**src/rtl/cache_arbiter_pkg.sv**
```systemverilog
// Shared types for the I/D-cache physical-memory arbiter.
package arbiter_types;

  typedef enum logic [2:0] {
    IDLE,
    SERVE_I,
    SERVE_D,
    RESP_I,
    RESP_D
  } arb_state_t;

  typedef enum logic {
    GRANT_I,
    GRANT_D
  } grant_t;

endpackage

```
**src/rtl/cache_arbiter.sv**
```systemverilog
// Arbiter sharing one cacheline adaptor port between the I-cache and D-cache.
// One transaction at a time; the granted op/address/wdata are latched and
// held until the adaptor responds, then the owner gets a one-cycle resp.
module cache_arbiter
  import arbiter_types::*;
#(
  parameter int LINE_W  = 256,
  parameter int ADDR_W  = 32,
  parameter int FAIR_RR = 1
) (
  input  logic              clk,
  input  logic              rst,
  input  logic              i_pmem_read,
  input  logic [ADDR_W-1:0] i_pmem_address,
  output logic [LINE_W-1:0] i_pmem_rdata,
  output logic              i_pmem_resp,
  input  logic              d_pmem_read,
  input  logic              d_pmem_write,
  input  logic [ADDR_W-1:0] d_pmem_address,
  input  logic [LINE_W-1:0] d_pmem_wdata,
  output logic [LINE_W-1:0] d_pmem_rdata,
  output logic              d_pmem_resp,
  output logic              pmem_read,
  output logic              pmem_write,
  output logic [ADDR_W-1:0] pmem_address,
  output logic [LINE_W-1:0] pmem_wdata,
  input  logic [LINE_W-1:0] pmem_rdata,
  input  logic              pmem_resp,
  output logic              arb_busy
);

  localparam logic RR_EN = (FAIR_RR != 0);

  arb_state_t        state_reg, state_next;
  grant_t            last_grant_reg, last_grant_next;
  logic              op_write_reg, op_write_next;
  logic [ADDR_W-1:0] addr_reg, addr_next;
  logic [LINE_W-1:0] wdata_reg, wdata_next;
  logic [LINE_W-1:0] line_reg, line_next;

  logic i_req;
  logic d_req;
  logic grant_d;
  logic serve;

  assign i_req = i_pmem_read;
  // A simultaneous read+write from the D-cache is illegal; it is treated as a write.
  assign d_req = d_pmem_read | d_pmem_write;

  // State, grant latch and line capture registers.
  always_ff @(posedge clk) begin
    if (rst) begin
      state_reg      <= IDLE;
      last_grant_reg <= GRANT_I;
      op_write_reg   <= 1'b0;
      addr_reg       <= '0;
      wdata_reg      <= '0;
      line_reg       <= '0;
    end else begin
      state_reg      <= state_next;
      last_grant_reg <= last_grant_next;
      op_write_reg   <= op_write_next;
      addr_reg       <= addr_next;
      wdata_reg      <= wdata_next;
      line_reg       <= line_next;
    end
  end

  // Arbitration in IDLE, wait for the adaptor in SERVE_x, one-cycle resp in RESP_x.
  always_comb begin
    state_next      = state_reg;
    last_grant_next = last_grant_reg;
    op_write_next   = op_write_reg;
    addr_next       = addr_reg;
    wdata_next      = wdata_reg;
    line_next       = line_reg;
    grant_d         = 1'b0;
    case (state_reg)
      IDLE: begin
        if (i_req || d_req) begin
          // D wins when alone, under fixed priority, or when I was served last.
          grant_d = d_req && (!i_req || !RR_EN || (last_grant_reg == GRANT_I));
          if (grant_d) begin
            state_next      = SERVE_D;
            last_grant_next = GRANT_D;
            op_write_next   = d_pmem_write;
            addr_next       = d_pmem_address;
            wdata_next      = d_pmem_wdata;
          end else begin
            state_next      = SERVE_I;
            last_grant_next = GRANT_I;
            op_write_next   = 1'b0;
            addr_next       = i_pmem_address;
            wdata_next      = '0;
          end
        end
      end
      SERVE_I: begin
        if (pmem_resp) begin
          line_next  = pmem_rdata;
          state_next = RESP_I;
        end
      end
      SERVE_D: begin
        if (pmem_resp) begin
          line_next  = pmem_rdata;
          state_next = RESP_D;
        end
      end
      RESP_I:  state_next = IDLE;
      RESP_D:  state_next = IDLE;
      default: state_next = IDLE;
    endcase
  end

  // Outputs decoded from state and the latched grant.
  always_comb begin
    serve        = (state_reg == SERVE_I) || (state_reg == SERVE_D);
    pmem_read    = serve && !op_write_reg;
    pmem_write   = serve && op_write_reg;
    pmem_address = addr_reg;
    pmem_wdata   = wdata_reg;
    i_pmem_rdata = line_reg;
    d_pmem_rdata = line_reg;
    i_pmem_resp  = (state_reg == RESP_I);
    d_pmem_resp  = (state_reg == RESP_D);
    arb_busy     = (state_reg != IDLE);
  end

  a_resp_onehot: assert property (@(posedge clk) !(i_pmem_resp && d_pmem_resp));

  a_no_rw_overlap: assert property (@(posedge clk) !(pmem_read && pmem_write));

  a_serve_stable: assert property (@(posedge clk) disable iff (rst)
    (serve && !pmem_resp) |=> ($stable(pmem_address) && $stable(pmem_wdata) &&
                               $stable(pmem_read) && $stable(pmem_write)));

  a_d_rw_exclusive: assert property (@(posedge clk) disable iff (rst)
    !(d_pmem_read && d_pmem_write));

endmodule

```
**config.mk**
```make
export PLATFORM = sky130hd
export DESIGN_NAME = cache_arbiter
export DESIGN_NICKNAME = d
export VERILOG_FILES = /design/src/rtl/cache_arbiter_pkg.sv /design/src/rtl/cache_arbiter.sv
export SDC_FILE = /design/constraint.sdc
export NUM_CORES = 1
export LEC_CHECK = 0
export BUFFER_PORTS_ARGS = -buffer_cell sky130_fd_sc_hd__buf_2
export CORE_AREA = 2 2 533 535
export CTS_BUF_LIST = sky130_fd_sc_hd__clkbuf_16
export CTS_CLUSTER_DIAMETER = 100
export DETAILED_ROUTE_END_ITERATION = 8
export DIE_AREA = 0 0 535 537
export GPL_ROUTABILITY_DRIVEN = 0
export SYNTH_ARGS = -nofsm -noshare
export SYNTH_HDL_FRONTEND = slang
export SYNTH_SLANG_ARGS = --single-unit
export TNS_END_PERCENT = 1
```
**constraint.sdc**
```tcl
create_clock -name clk -period 1.7 [get_ports clk]
set_input_delay 0 -clock clk [delete_from_list [all_inputs] [get_ports clk]]
set_output_delay 0 -clock clk [all_outputs]
set_load 0.01 [all_outputs]
```
* After elaboration in Yosys (flattened, before gate mapping)
Cells that the tools add are included.
W data, S select, Z words.
** Word-level totals
- Logic and storage cells :: 38
- Input port bits :: 582
- Register bits after elaboration :: 549
- Output and inout port bits :: 805
** Cells by class
- Muxes and demuxes :: 9
- Equal/unequal tests :: 7
- Bitwise operators :: 2
- Reductions and logical operators :: 14
** Operators by type and width (count)
- $mux W256 :: 1
- $mux W32 :: 1
- $mux W3 :: 3
- $pmux W3 S3 :: 1
- $eq A3 B2 Y1 const B :: 2
- $ne A2 B2 Y1 const B :: 3
- $reduce_and A2 Y1 :: 2
- $eq A3 B1 Y1 const B :: 1
- $eq A3 B3 Y1 const B :: 1
- $logic_and A1 B1 Y1 :: 3
- $logic_not A3 Y1 :: 1
- $logic_or A1 B1 Y1 :: 3
- $reduce_and A3 Y1 :: 1
- $reduce_bool A3 Y1 :: 1
- $logic_not A1 Y1 :: 2
- $mux W1 :: 2
- $mux W2 :: 1
- $reduce_or A2 Y1 :: 1
- $not A1 Y1 :: 1
- $or A1 B1 Y1 :: 1

* Logic depth before layout (Yosys ltp)
- Depth in word-level cells :: 6
- Depth in mapped cells :: 7
- Depth with buffers taken out :: 4

* Least setup slack after synthesis
No wires, ideal clock.
- Kind :: flip-flop to flip-flop
- Start point :: register state_reg[0]
- End point :: register line_reg[100], in the netlist d_pmem_rdata[100]
- Buffers on the path :: 4
- Setup time :: 0.072 ns
- Clock period less this slack :: 1.444 ns
- Required time :: 1.628 ns
- Slack :: 0.256 ns
- Cell stages (with the launch flop) :: 8
- Arrival time :: 1.373 ns
- Cell sequence :: dfxtp_1 buf_4 xnor2_2 nor3b_2 buf_6 buf_12 buf_12 mux2i_1
** Between the ends
- Cells in the longest elaborated chain, start to end :: 3
- Elaborated cells between the ends (all ways) :: 4
- Classes of those cells :: eq/ne: 2; reduce/logical: 2
** RTL lines
- start: declaration :: RTL line cache_arbiter.sv:34 : arb_state_t state_reg, state_next;
- start signal: assignment :: RTL line cache_arbiter.sv:60 : state_reg <= state_next;
- $eq A3 B1 Y1 / $eq A3 B2 Y1 (equally long branches) :: RTL line cache_arbiter.sv:78 : case (state_reg)
- $reduce_or A2 Y1 (no source line) *
- $reduce_and A2 Y1 (no source line) *
- end signal: assignment :: RTL line cache_arbiter.sv:65 : line_reg <= line_next;
- end: declaration :: RTL line cache_arbiter.sv:39 : logic [LINE_W-1:0] line_reg, line_next;
Mark *: on every way between the ends. The rest lies on a longest branch, timed or not.
A chain may end at the register's enable or synchronous reset.

* Worst setup path after layout
- Start point :: register state_reg[1]
- End point :: register wdata_reg[10], in the netlist pmem_wdata[10]
** Between the ends
- Cells in the longest elaborated chain, start to end :: 2
** RTL lines
- $logic_not A3 Y1 :: RTL line cache_arbiter.sv:78
- $reduce_and A2 Y1 (no source line)
- end signal: assignment :: RTL line cache_arbiter.sv:64 : wdata_reg <= wdata_next;
- end: declaration :: RTL line cache_arbiter.sv:38 : logic [LINE_W-1:0] wdata_reg, wdata_next;
Every way passes these cells.

==> metrics.md <==
| Metric | Value |
|---|---|
| Tot GR Track Use | `12.3%` |
| Critical setup path kind | `register to register` |
| Setup violators final | `411` |
| Area post-placement | `about 35000 sq um` |
| Hpwl dp | `146 mm` |
| Comb pwr share | `38.4%` |
| Final min period | `1.90 ns` |
| Worst endpoint required time | `2.34 ns` |
| Wirelength per Cell | `21.9 microns` |
| Number of global-route vias before repair | `roughly 30000` |
| Die ar. | `287000 sq um` |
| Root Driver | `clkbuf_16` |
| Fillers | `31200` |
| Top post-synthesis cells by area | `dfxtp_1 44%, nand2b_1 13%, mux2i_1 10%` |
| Sequential fraction of the synthesis area | `44.0%` |
| Final WS setup | `-0.202 ns` |
| First-pass GRT wire length | `244 mm` |
| Distinct cells, synth | `29` |
| Initial antenna violation count | `129` |
| Reg clk slew, reported paths | `0.06 ns` |
| Top cell type's share of synthesized area | `44.0%` |
| Cells after Synth | `2749` |
| Layout cells sized above 1 | `34.4%` |
| Fin area | `47100 sq um` |
| CP arrival | `2.54 ns` |
| Psw | `19.1 mW` |
| Total number of vias | `29700` |
| Worst skew pair latency | `~0.74 ns` |
| Row Count | `195` |
| Number of remaining DRC errors | `0` |
| Pint | `around 31 mW` |
| Setup Skew | `roughly 0.028 ns` |
| Num Clock Sinks | `549` |
| RSZ-0062 raised after global routing | `yes` |
| Async set or reset register ratio after synthesis | `0%` |
| Post-Syn Nets | `3331` |
| Place WS | `-0.0428 ns` |
| Top_reg_cell synth | `dfxtp_1` |
| TritonCTS clock tree | `built` |
| EDFF count, synth | `0` |
| Core Util, Final | `around 17%` |
| Num CTS Buffers | `71` |
| Maxcap violations | `0` |
| Slew @ Worst Pin | `0.518 ns` |
| Switching share of total power | `38.1%` |
| Slew headroom | `between 60% and 70%` |
| Part of the power in the clock network | `between 20% and 30%` |
| Maximum fanout along the worst path | `62` |
| Worst setup EP type | `register` |
| Syn_area_per_cell | `9.08 sq um` |
| Commonest cells post-synth | `549 x dfxtp_1, 513 x nand2b_1, 291 x a21oi_1` |
| Total overflow reported by the global router | `0` |
| Post-DRT Antenna Nets | `0` |
| Pins over their slew limit | `0` |
| Outcome | `finished with violations` |
| I/O Buffers | `between 1000 and 1500` |
| Crit path launch type | `register` |
| Initial Util | `8.87%` |
| 1st-pass router iterations | `8` |
| Max Fclk | `526 MHz` |
| Number of I/O pins | `1387` |
| #FFs+latches synth | `549` |
| Tcrit/Tclk final | `112%` |
| Post-Route WL | `around 190 mm` |
| Most frequent cell after synthesis | `dfxtp_1` |
| Core Area | `~280000 sq um` |
| Dominant cell type by area after synthesis | `dfxtp_1` |
| H-tree level count | `3` |
| Clock Tree Buf Depth | `4` |
| VDD IR-drop max | `0.752 mV` |
| Synthesized cell area | `25000 sq um` |
| Starting DRT DRC Count | `about 1800` |
| Net count, final | `5403` |
| Worst min path class | `primary input to register` |
| Hold Fails Final Rpt | `0` |
| Yosys warns | `0` |
| Die height | `537 microns` |
| Cells after DPL | `7538` |
| Failing checks | `negative setup slack` |
| Pleak | `20.0 nW` |
| Flop pwr share | `33.0%` |
| Area delta synth->final | `88.7%` |
| Die X | `about 540 microns` |
| Total power | `50.1 mW` |
| Vias/cell | `3.42` |
| Layout Cells excl Fill | `8670` |
| Power per cell area | `1060 nW/um^2` |
| Largest net degree at the start of global routing | `74` |
==> path summary, 6_finish.rpt <==
check                   start               to  slack [ns]  cells after the start
min reg2reg   pmem_wdata[188]  pmem_wdata[188]        0.47                      2
min          d_pmem_wdata[76]   pmem_wdata[76]        0.09                      4
max              state_reg[1]   pmem_wdata[10]       -0.20                      8
max reg2reg      state_reg[1]   pmem_wdata[10]       -0.20                      8
==> routing by layer <==
metal | track usage [%] | up-vias | routed length (microns)
li1 | - | 13300 | -
met1 | 12.9 | 13900 | 67600
met2 | 19.4 | 1875 | 83700
met3 | 6.79 | 534 | 25100
met4 | 7.27 | 74 | 12400
met5 | 1.00 | - | 652
==> cells by family after synthesis <==
kind of cell	share of synthesized area [%]
mux	10.3
compound gates	12.3
buf+inv	13.9
simple gates	19.4
flops	44.0
xor+xnor	0.0652
==> critical path: stages, from the launching register on <==
cell and delay [ns]:
dfxtp_2 0.34, buf_6 0.12, nor3_4 0.22, buf_12 0.17, inv_16 0.04, buf_6 0.18, buf_12 0.23, o21ai_0 0.27
a21oi_1 0.10
==> through the flow <==
stage / hold WS, ns / setup TNS (ns)
3_3_place_gp: 0.259 / -0.0811
2_1_floorplan: 0.126 / 0
4_1_cts: 0.0000726 / -29.47
3_5_place_dp: 0.263 / -0.936
6_report: 0.0866 / -29.15
5_1_grt: 0.0287 / -71.90
==> cells in the final DEF (no fill, tap or decap), types with 60 or more instances in the layout <==
cell	instances
dfxtp_1	546
nand3_1	254
diode_2	60
buf_2	1382
o21ai_0	152
clkbuf_16	76
a21oi_1	290
nand2b_1	513
dlygate4sd3_1	941
buf_4	100
o21ai_1	107
mux2i_1	257
nand2_1	67
==> cell type report <==
cell class                 instances  area (sq um)  area share (%)
antenna                           60           150           0.319
clock buffer                      72          1800            3.83
clock inverter                    47           297           0.630
inverter                           1          20.0          0.0425
multi-input combinational       1692         10600            22.5
sequential                       549         11000            23.4
tap                             3743          4680            9.95
timing repair buffer            2505         18500            39.3
timing repair inverter             1          8.76          0.0186
==> power groups by stage <==
stage / logic [mW] / clock network (mW) / registers (mW)
after floorplan: 8.13 / 0 / 17.2
after global placement: 15.9 / 0 / 16.6
after detailed placement: 15.9 / 0 / 16.6
after CTS: 18.4 / 14.8 / 16.4
after global routing: 20.5 / 15.2 / 16.7
final: 19.2 / 14.3 / 16.5
==> timing repair <==
action,4_1_cts,5_1_grt
setup buffers,5,1
gates resized for setup,29,57
cloned,2,4
setup endpoints to repair,140,458
pin swaps,2,3
hold buffers,941,0
endpoints found under the hold margin,549,0
(Power assumes the default switching activity.)
